[src/rtl/forth_data_stack.sv]
// forth_data_stack: T register plus DEPTH-entry data stack feeding the ALU T/D operands.
// Ports: clk, rst (sync, active-high); op (000 NOP, 001 PUSH, 010 DROP, 011 LOAD,
//   100 NIPLD, 101 SWAP, 11x NOP); din ALU result; flag_in/flag_we ALU borrow capture;
//   err_clr clears sticky err; tos/nos ALU operands; flag; depth/empty/full; err.
// Option: FORTH_DSTACK_ERR_EN enables the sticky err register; otherwise err is 0.
module forth_data_stack #(
  parameter int WIDTH = 3,
  parameter int DEPTH = 4
) (
  input  logic                       clk,
  input  logic                       rst,
  input  logic [2:0]                 op,
  input  logic [WIDTH-1:0]           din,
  input  logic                       flag_in,
  input  logic                       flag_we,
  input  logic                       err_clr,
  output logic [WIDTH-1:0]           tos,
  output logic [WIDTH-1:0]           nos,
  output logic                       flag,
  output logic [$clog2(DEPTH+1)-1:0] depth,
  output logic                       empty,
  output logic                       full,
  output logic                       err
);
  localparam int DW = $clog2(DEPTH + 1);
  localparam int AW = $clog2(DEPTH);
  localparam logic [2:0] OP_PUSH = 3'b001;
  localparam logic [2:0] OP_DROP = 3'b010;
  localparam logic [2:0] OP_LOAD = 3'b011;
  localparam logic [2:0] OP_NIPLD = 3'b100;
  localparam logic [2:0] OP_SWAP = 3'b101;
  logic [WIDTH-1:0] t_q, t_d, n_w;
  logic [WIDTH-1:0] stk_q [DEPTH];
  logic [DW-1:0] dep_q, dep_d;
  logic [AW-1:0] wr_idx, top_idx;
  logic flag_q, flag_d, is_empty, is_full, pop_op, ovf, unf, do_push, do_swap, do_dec;
  always_comb begin
    is_empty = dep_q == '0;
    is_full = dep_q == DW'(DEPTH);
    wr_idx = AW'(dep_q);
    top_idx = AW'(dep_q - DW'(1));
    n_w = is_empty ? '0 : stk_q[top_idx];
    pop_op = op == OP_DROP || op == OP_NIPLD || op == OP_SWAP;
    ovf = op == OP_PUSH && is_full;
    unf = pop_op && is_empty;
    do_push = op == OP_PUSH && !is_full;
    do_swap = op == OP_SWAP && !is_empty;
    do_dec = (op == OP_DROP || op == OP_NIPLD) && !is_empty;
    t_d = do_push || op == OP_LOAD || (op == OP_NIPLD && !is_empty) ? din
        : (op == OP_DROP && !is_empty) || do_swap ? n_w : t_q;
    dep_d = do_push ? dep_q + DW'(1) : do_dec ? dep_q - DW'(1) : dep_q;
    flag_d = flag_we ? flag_in : flag_q;
  end
  always_ff @(posedge clk) begin
    if (rst) begin
      t_q <= '0;
      dep_q <= '0;
      flag_q <= 1'b0;
    end else begin
      t_q <= t_d;
      dep_q <= dep_d;
      flag_q <= flag_d;
    end
  end
  // Stack cells need no reset: nos masks them to 0 whenever depth is 0.
  always_ff @(posedge clk) begin
    if (!rst && do_push) stk_q[wr_idx] <= t_q;
    else if (!rst && do_swap) stk_q[top_idx] <= t_q;
  end
`ifdef FORTH_DSTACK_ERR_EN
  logic err_q, err_d;
  // A fresh error beats a simultaneous clear.
  assign err_d = ovf || unf ? 1'b1 : err_clr ? 1'b0 : err_q;
  always_ff @(posedge clk) begin
    if (rst) err_q <= 1'b0;
    else err_q <= err_d;
  end
  assign err = err_q;
`else
  logic err_unused;
  assign err_unused = err_clr ^ ovf ^ unf;
  assign err = 1'b0;
`endif
  assign tos = t_q;
  assign nos = n_w;
  assign flag = flag_q;
  assign depth = dep_q;
  assign empty = is_empty;
  assign full = is_full;
endmodule
[config.mk]
export PLATFORM = sky130hd
export DESIGN_NAME = forth_data_stack
export DESIGN_NICKNAME = d
export VERILOG_FILES = /design/src/rtl/forth_data_stack.sv
export SDC_FILE = /design/constraint.sdc
export NUM_CORES = 1
export LEC_CHECK = 0
export CAP_MARGIN = 5
export CORE_AREA = 2 2 45 57
export DETAILED_ROUTE_END_ITERATION = 6
export DIE_AREA = 0 0 47 59
export GPL_TIMING_DRIVEN = 0
export PLACE_DENSITY = 0.77
export SLEW_MARGIN = 5
export SYNTH_ARGS = -nofsm -noshare
export SYNTH_HDL_FRONTEND = slang
export SYNTH_SLANG_ARGS = --single-unit
[constraint.sdc]
create_clock -name clk -period 4.6 [get_ports clk]
set_clock_uncertainty 0.05 [all_clocks]
set_input_delay 0.69 -clock clk [delete_from_list [all_inputs] [get_ports clk]]
set_output_delay 0.69 -clock clk [all_outputs]
set_load 0.05 [all_outputs]
# --- Word level (Yosys, flattened, before mapping) ---
# Memory sizes are Yosys's and may differ from the RTL's.
# Cells that the tools add are included.
classes:
  n_addsub: 2
  n_reduce_logical: 18
  mux: 13
  n_eq_ne: 6
op_table:
  columns: ["operator", "n"]
  rows:
  - ["$mux 3", 6]
  - ["$eq 3x3->1 const B", 3]
  - ["$logic_and 1x1->1", 7]
  - ["$eq 3x2->1 const B", 2]
  - ["$mux 1", 6]
  - ["$logic_or 1x1->1", 4]
  - ["$reduce_bool 2->1", 2]
  - ["$add 3x1->3 const B", 1]
  - ["$eq 3x1->1 const B", 1]
  - ["$logic_not 1->1", 3]
  - ["$logic_not 3->1", 1]
  - ["$reduce_or 3->1", 1]
  - ["$sub 3x1->3 const B", 1]
  - ["$mux 2", 1]
totals:
  output_inout_bits: 13
  word_cells: 43
  mem_count: 1
  in_bits: 11
  reg_bits: 7
  ramBits: 12
mem_list:
  columns: ["name", "depth", "width", "rd", "rd_clocked_by_memory_dff", "write_ports", "line_no", "source"]
  rows:
  - ["stk_q", 4, 3, 1, 0, 1, "33", "logic [WIDTH-1:0] stk_q [DEPTH];"]

# --- Logic depth before layout (Yosys ltp) ---
# Gate-level depths: netlist of run 1.
logic_depth:
  ltp_word: 9
  ltp_mapped: 8
  ltp_nobuf: 7

# --- Worst setup path before layout of run 1 ---
# No wires, ideal clock.
synth_path:
  path_type: "reg-to-output"
  startpoint: "register dep_q[0] (netlist: depth[0])"
  endpoint: "output port nos[0]"
  setup_slack_ps: 1639
  arrival_ps: 2221
  n_path_buf: 2
  stages_incl_launch_ff: 8
  required_ps: 3860
  cell_sequence: "dfxtp_1 -> buf_2 -> inv_1 -> ha_1 -> buf_2 -> mux2i_1 -> nor3_1 -> or2_2"
synth_between:
  elab_chain_cells: 3
  elab_cells_between_ends: 4
  classes_between: "1 x add/sub; 1 x mux; 1 x reduce/logical; 1 x memory"
synth_lines:
  columns: ["element", "line_no", "source"]
  rows:
  - ["start: declaration", "34", "logic [DW-1:0] dep_q, dep_d;"]
  - ["start signal: assignment", "61", "dep_q <= dep_d;"]
  - ["$sub 3x1->3", null, null]
  - ["$mem_v2 4x3", null, null]
  - ["$mux 3 *", "42", "n_w = is_empty ? '0 : stk_q[top_idx];"]
  - ["end: declaration", "18", "output logic [WIDTH-1:0] nos,"]
# Mark *: on every way between the ends. The rest lies on a longest branch, timed or not.

# --- Worst setup path after layout of run 1 ---
# Ends and elaborated chain as after synthesis.

==> results.json, run 1 <==
{
  "routed_wl_um": 2136,
  "ir_drop_uv": 174.9,
  "tightest_slew_ns": 0.5356,
  "dr.first_iter.drc_count": 18,
  "grt_max_degree": 12,
  "dp_hpwl_um": 1731,
  "critPathMaxFanout": 10,
  "diodes": 0,
  "drc_errors": 0,
  "synthesis.area_um2": 1149,
  "final_nets": 148,
  "critical_path_required_ns": 3.86,
  "worstPathArrival_ns": 2.98,
  "syn_nets": 124,
  "synthDistinctLibCells": 41,
  "grt_pass1_vias": 837,
  "antenna_found_initial": 0,
  "synth_ff_type": "edfxtp_1",
  "crit_path_max_incr_delay_ns": 0.70,
  "setup_viol": 0,
  "drtAntennaViolNets": 0,
  "syn-instance-count": 110,
  "drive_gt1_share_pct": 18.05,
  "core_area_um2": 2187,
  "clock_sinks": 19,
  "port_buffers": 19,
  "synth_common_cells": "edfxtp_1 (12), mux2i_1 (9), nor3_1 (9), inv_1 (8), dfxtp_1 (7)",
  "fin_util_pct": 64.24,
  "grt.total_usage_pct": 17.71,
  "synth_seq_cells": 19,
  "die_w_um": 47,
  "cts_tree": "built",
  "slew_headroom_pct": 63.91,
  "cts_resized": 0,
  "async_flop_share_pct": 0,
  "path_cells": "buf_2 -> inv_1 -> ha_1 -> buf_2 -> mux2i_1 -> nor3_1 -> or2_2 -> clkdlybuf4s50_1",
  "ios": 24,
  "gr-total-overflow": 0,
  "max_freq_mhz": 268.8,
  "cp_slowest_cell": "clkdlybuf4s50_1",
  "synth_top_area_share_pct": 31.37,
  "crit_start": "depth[0]$_SDFFE_PP0P_",
  "drv_slew": 0,
  "vias": 856,
  "syn_avg_cell_area_um2": 10.44,
  "ys_seq_area_share_pct": 43.57,
  "start_util_pct": 52.52,
  "routabilityCongestion": 0.7921,
  "worstHoldStart": "flag$_SDFFE_PP0P_",
  "hold_violations": 0,
  "syn2layout_area_growth_pct": 22.33,
  "dieArea_um2": 2773,
  "grt_pass1_wl_um": 3470,
  "crit_path_frequent_cell": "buf_2",
  "critPathCapture": "nos[0]",
  "synth_area_leaders": "edfxtp_1 (31%), dfxtp_1 (12%), mux2i_1 (7.8%), nor3_1 (3.9%), ha_1 (3.3%)",
  "wl_per_cell_um": 13.02,
  "end_kind": "primary output",
  "cts_buffer_depth": 2,
  "clkLatencyLatePin_ns": 0.30,
  "cp-start-kind": "flop",
  "cp_top_family": "buffers and inverters",
  "cts_made_buffers": 3,
  "rows": 19,
  "clkTransAtPathRegs_ns": 0.11,
  "h-tree-depth": 1,
  "hold_path_class": "reg2reg",
  "worstRegToRegCells": 8,
  "routed_via_density": 5.220,
  "hold_buffers": 0,
  "fin_tns_setup_ns": 0,
  "period_share_pct": 80.86,
  "worst-path-stages": 8,
  "rsz0062_at_grt": "no",
  "layout_min_cycle_time_ns": 3.720,
  "first_pass_iters": 4,
  "synth_warnings": 0,
  "max_cap_violations": 0,
  "post-synth-top-count-cell": "edfxtp_1",
  "synth_edf_count": 12,
  "status": "finished clean",
  "power_leakage_nw": 0.5283,
  "worstSetupPathType": "reg2out",
  "critical_path_buf_inv_count": 4,
  "reg2reg_to": "stk_q[3][1]$_DFFE_PP_",
  "r2r_slack_ns": 2.12,
  "die-height_um": 59,
  "cts_setup_buffers": 0,
  "regToRegStartpoint": "depth[0]$_SDFFE_PP0P_",
  "clock_tree.root_cell": "clkbuf_4",
  "power.density_nw_per_um2": 356.3,
  "yosysTopAreaCell": "edfxtp_1"
}
-- cell families (layout without fill, tap and decap cells) --
family | count (synthesis) | after routing | synth area share [%]
xor gates and xnor gates | 2 | 2 | 1.525
buffers and inverters | 17 | 40 | 8.061
and+or+nand+nor | 35 | 35 | 20.04
adders and majority gates | 3 | 3 | 3.268
DFF | 19 | 19 | 43.57
AOI/OAI and AO/OA | 23 | 23 | 14.38
other | 1 | 1 | 0.3265
muxes | 10 | 10 | 8.824
-- stage by stage --
step | cell area, um^2 | cells | hold WS [ns] | setup slack, ns | total power [W]
CTS | 1405 | 164 | 0.4670 | 0.8640 | 0.0005021
global placement | 1378 | 160 | 0.4246 | 1.285 | 0.0004160
global route | 1405 | 164 | 0.4966 | 0.7434 | 0.0005223
finish | 1405 | 164 | 0.4642 | 0.8803 | 0.0005007
detailed placement | 1378 | 160 | 0.4415 | 1.213 | 0.0004199
floorplan | 1149 | 110 | 0.6669 | 1.639 | 0.0003605
-- worst reg2reg max path, stage by stage (launching register included) --
cell and delay [ns]:
dfxtp_1 0.36, buf_2 0.22, inv_1 0.17, ha_1 0.28, nand2b_2 0.12, inv_2 0.09
nor4_2 0.36, nand2b_1 0.13, mux2i_1 0.36
-- state kept, by name, indices dropped and copies added, names as in the netlist --
register and cells:
depth 3, flag 1, stk_q 12, tos 3
-- layer usage --
metal	track usage, %	up-vias	wire (um)
met3	1.829	5	68
met5	0	-	0
met2	31.31	19	1159
met1	19.88	390	861
li1	-	442	-
met4	9.524	0	46
-- cell type report --
class / count / area (um^2)
Fill cell: 203 / 782.0
Multi-Input combinational cell: 74 / 555.5
Sequential cell: 19 / 500.5
Timing Repair Buffer: 19 / 190.2
Buffer: 7 / 55.05
Tap cell: 31 / 38.79
Inverter: 10 / 37.54
Clock buffer: 3 / 22.52
Clock inverter: 1 / 5.005
-- report_power, final --
group	internal, W	switching (W)	leakage [nW]	total, W
clock network	0.0000325	0.0000534	0.0177	0.0000858
registers	0.000196	0.0000103	0.168	0.000206
logic	0.0000776	0.000131	0.343	0.000209
total	0.000306	0.000195	0.528	0.000501
-- worst min-delay path by stage --
stage | endpoint | slack, ns | cells past startpoint
after floorplan | tos[0]$_SDFFE_PP0P_ | 0.67 | 2
after global placement | flag$_SDFFE_PP0P_ | 0.42 | 2
after detailed placement | flag$_SDFFE_PP0P_ | 0.44 | 2
after CTS | flag$_SDFFE_PP0P_ | 0.47 | 2
after global routing | stk_q[3][0]$_DFFE_PP_ | 0.50 | 0
final | flag$_SDFFE_PP0P_ | 0.46 | 2
-- cells in the final DEF (no fill, tap or decap), types with 2 or more instances in the layout --
cell type | Yosys | routed
mux2i_1 | 9 | 9
nor2b_1 | 2 | 2
buf_6 | 3 | 3
a221oi_1 | 3 | 3
nand3_1 | 4 | 4
inv_2 | 2 | 2
nand2_1 | 4 | 4
dfxtp_1 | 7 | 7
buf_2 | 2 | 2
a211oi_1 | 3 | 3
or2_2 | 4 | 4
clkdlybuf4s50_1 | 0 | 19
ha_1 | 3 | 3
nor2_1 | 3 | 3
clkbuf_4 | 0 | 3
nor3_1 | 9 | 9
a21oi_1 | 3 | 3
o21ai_0 | 4 | 4
inv_1 | 8 | 8
edfxtp_1 | 12 | 12
a21o_1 | 3 | 3
Note: power is estimated with default switching activity, not from simulation.
==> inputs of run 2 (changes only) <==
--- a/config.mk
+++ b/config.mk
@@ -6,11 +6,11 @@
 export NUM_CORES = 1
 export LEC_CHECK = 0
 export CAP_MARGIN = 5
-export CORE_AREA = 2 2 45 57
+export CORE_AREA = 2 2 46 59
 export DETAILED_ROUTE_END_ITERATION = 6
-export DIE_AREA = 0 0 47 59
+export DIE_AREA = 0 0 48 61
 export GPL_TIMING_DRIVEN = 0
-export PLACE_DENSITY = 0.77
+export PLACE_DENSITY = 0.73
 export SLEW_MARGIN = 5
 export SYNTH_ARGS = -nofsm -noshare
 export SYNTH_HDL_FRONTEND = slang
==> constraint.sdc (replaced) <==
create_clock -name clk -period 3.5 [get_ports clk]
set_clock_uncertainty 0.05 [all_clocks]
set_input_delay 0.525 -clock clk [delete_from_list [all_inputs] [get_ports clk]]
set_output_delay 0.525 -clock clk [all_outputs]
set_load 0.05 [all_outputs]
==> run 2 against run 1 <==
Compared with the run above:
- critical path depth unchanged
- combinational power up 31%
- die area up 5.6%
- worst setup slack worse by 0.68 ns
- final cell count up 1.2%
- highest routed layer unchanged
- cell area about the same
- routed wire length up 7.6%
- non-clock buffer count unchanged
- clock power up 26%
==> results.json, run 2 (synthesis results as in run 1) <==
{
  "gr-total-overflow": 0,
  "vias": 900,
  "syn2layout_area_growth_pct": 22.22,
  "cts_made_buffers": 3,
  "critical_path_required_ns": 2.92,
  "routed_via_density": 5.422,
  "die_w_um": 48,
  "start_util_pct": 48.32,
  "rows": 20,
  "period_share_pct": 94.33,
  "core_area_um2": 2377,
  "hold_violations": 0,
  "slew_headroom_pct": 66.24,
  "cts_tree": "built",
  "design_area_um2": 1404,
  "final_nets": 148,
  "cts_buffer_depth": 2,
  "wl_per_cell_um": 13.85,
  "dpl_cell_area_um2": 1380,
  "diodes": 0,
  "cp-start-kind": "flop",
  "dp_hpwl_um": 1834,
  "drv_slew": 0,
  "hold_buffers": 0,
  "max_freq_mhz": 302.9,
  "layout_min_cycle_time_ns": 3.302,
  "max_cap_violations": 0,
  "worstPathArrival_ns": 2.73,
  "ios": 24,
  "worstSetupPathType": "reg2out",
  "port_buffers": 19,
  "hold_path_class": "reg2reg",
  "top_register": "stk_q",
  "rsz0062_at_grt": "no",
  "routabilityCongestion": 0.7695,
  "drive_gt1_share_pct": 18.05,
  "grt.total_usage_pct": 18.99,
  "fin_tns_setup_ns": 0,
  "clock_sinks": 19,
  "clkLatencyLatePin_ns": 0.29,
  "grt_pass1_vias": 878,
  "tightest_slew_ns": 0.5048,
  "final_cell_mix": "clkdlybuf4s50_1 (16), edfxtp_1 (12), mux2i_1 (9), nor3_1 (9), inv_1 (8)",
  "clock_tree.root_cell": "clkbuf_4",
  "end_kind": "primary output",
  "largest_reg_flops": 12,
  "antenna_found_initial": 0,
  "power_leakage_nw": 0.5401,
  "critPathMaxFanout": 10,
  "drc_errors": 0,
  "h-tree-depth": 1,
  "status": "finished clean",
  "dr.first_iter.drc_count": 11,
  "cts_setup_buffers": 0,
  "ir_drop_uv": 214.6,
  "clkTransAtPathRegs_ns": 0.11,
  "drtAntennaViolNets": 0,
  "die-height_um": 61,
  "routed_wl_um": 2299,
  "dieArea_um2": 2928,
  "first_pass_iters": 4,
  "grt_pass1_wl_um": 3822,
  "grt_max_degree": 12,
  "mostFrequentLayoutCell": "clkdlybuf4s50_1",
  "power.density_nw_per_um2": 465.4,
  "setup_viol": 0
}
==> run 2: layout make-up <==
| type | count | area, um^2 |
|---|---|---|
| Buffer | 7 | 55.05 |
| Clock buffer | 3 | 22.52 |
| Clock inverter | 1 | 5.005 |
| Fill cell | 211 | 973.4 |
| Inverter | 10 | 37.54 |
| Multi-Input combinational cell | 74 | 555.5 |
| Sequential cell | 19 | 500.5 |
| Tap cell | 33 | 41.29 |
| Timing Repair Buffer | 19 | 186.4 |
==> run 2: metrics by stage <==
step                utilization [%]  setup WS (ns)  hold WS [ns]  total power (W)  cells
finish                        59.05         0.1983        0.4783        0.0006533    166
global route                  59.05        0.03591        0.5099        0.0006832    166
CTS                           59.05         0.1798        0.4714        0.0006561    166
detailed placement            58.05         0.2308        0.4456        0.0005561    162
global placement              58.05         0.3073        0.4257        0.0005487    162
floorplan                         -         0.7039        0.6222        0.0004739    110
==> run 2: final timing paths <==
check                   startpoint                     to  slack, ns  depth (start not counted)
max reg2reg  depth[0]$_SDFFE_PP0P_  stk_q[0][2]$_DFFE_PP_       1.05                          7
min              flag$_SDFFE_PP0P_      flag$_SDFFE_PP0P_       0.48                          2
max          depth[0]$_SDFFE_PP0P_                 nos[2]       0.20                          8
min reg2reg      flag$_SDFFE_PP0P_      flag$_SDFFE_PP0P_       0.48                          2
==> run 2: report_power, final <==
group,internal [W],switching (W)
clock network,0.0000425,0.0000659
logic,0.0000970,0.000177
registers,0.000257,0.0000144
total,0.000397,0.000257
==> run 2: repair_timing <==
action,4_1_cts,5_1_grt
hold endpoints to repair,0,0
gates resized for setup,3,0
setup endpoints to repair,3,0
==> run 2: worst max-delay path, cell delays in order (launching register included) <==
cell and delay, ns:
dfxtp_1 0.36, buf_2 0.22, inv_1 0.17, ha_1 0.31, buf_2 0.26, mux2i_1 0.27
nor3_1 0.10, or2_2 0.32, dlygate4sd2_1 0.43
==> run 2: metal layers <==
layer / up-vias / share of wire, % / GRT usage, % / routed length, um
met3: 4 / 3.0 / 1.786 / 69
met1: 428 / 40 / 20.72 / 917
met4: 0 / 2.3 / 9.266 / 52
met2: 21 / 55 / 34.86 / 1259
met5: - / 0 / 0 / 0
li1: 447 / - / - / -
==> inputs of run 3 (changes only) <==
--- a/config.mk
+++ b/config.mk
@@ -5,7 +5,7 @@
 export SDC_FILE = /design/constraint.sdc
 export NUM_CORES = 1
 export LEC_CHECK = 0
-export CAP_MARGIN = 5
+export CAP_MARGIN = 15
 export CORE_AREA = 2 2 46 59
 export DETAILED_ROUTE_END_ITERATION = 6
 export DIE_AREA = 0 0 48 61
==> results of run 3 <==
No change in the layout: final DEF, timing and power equal those of run 2.
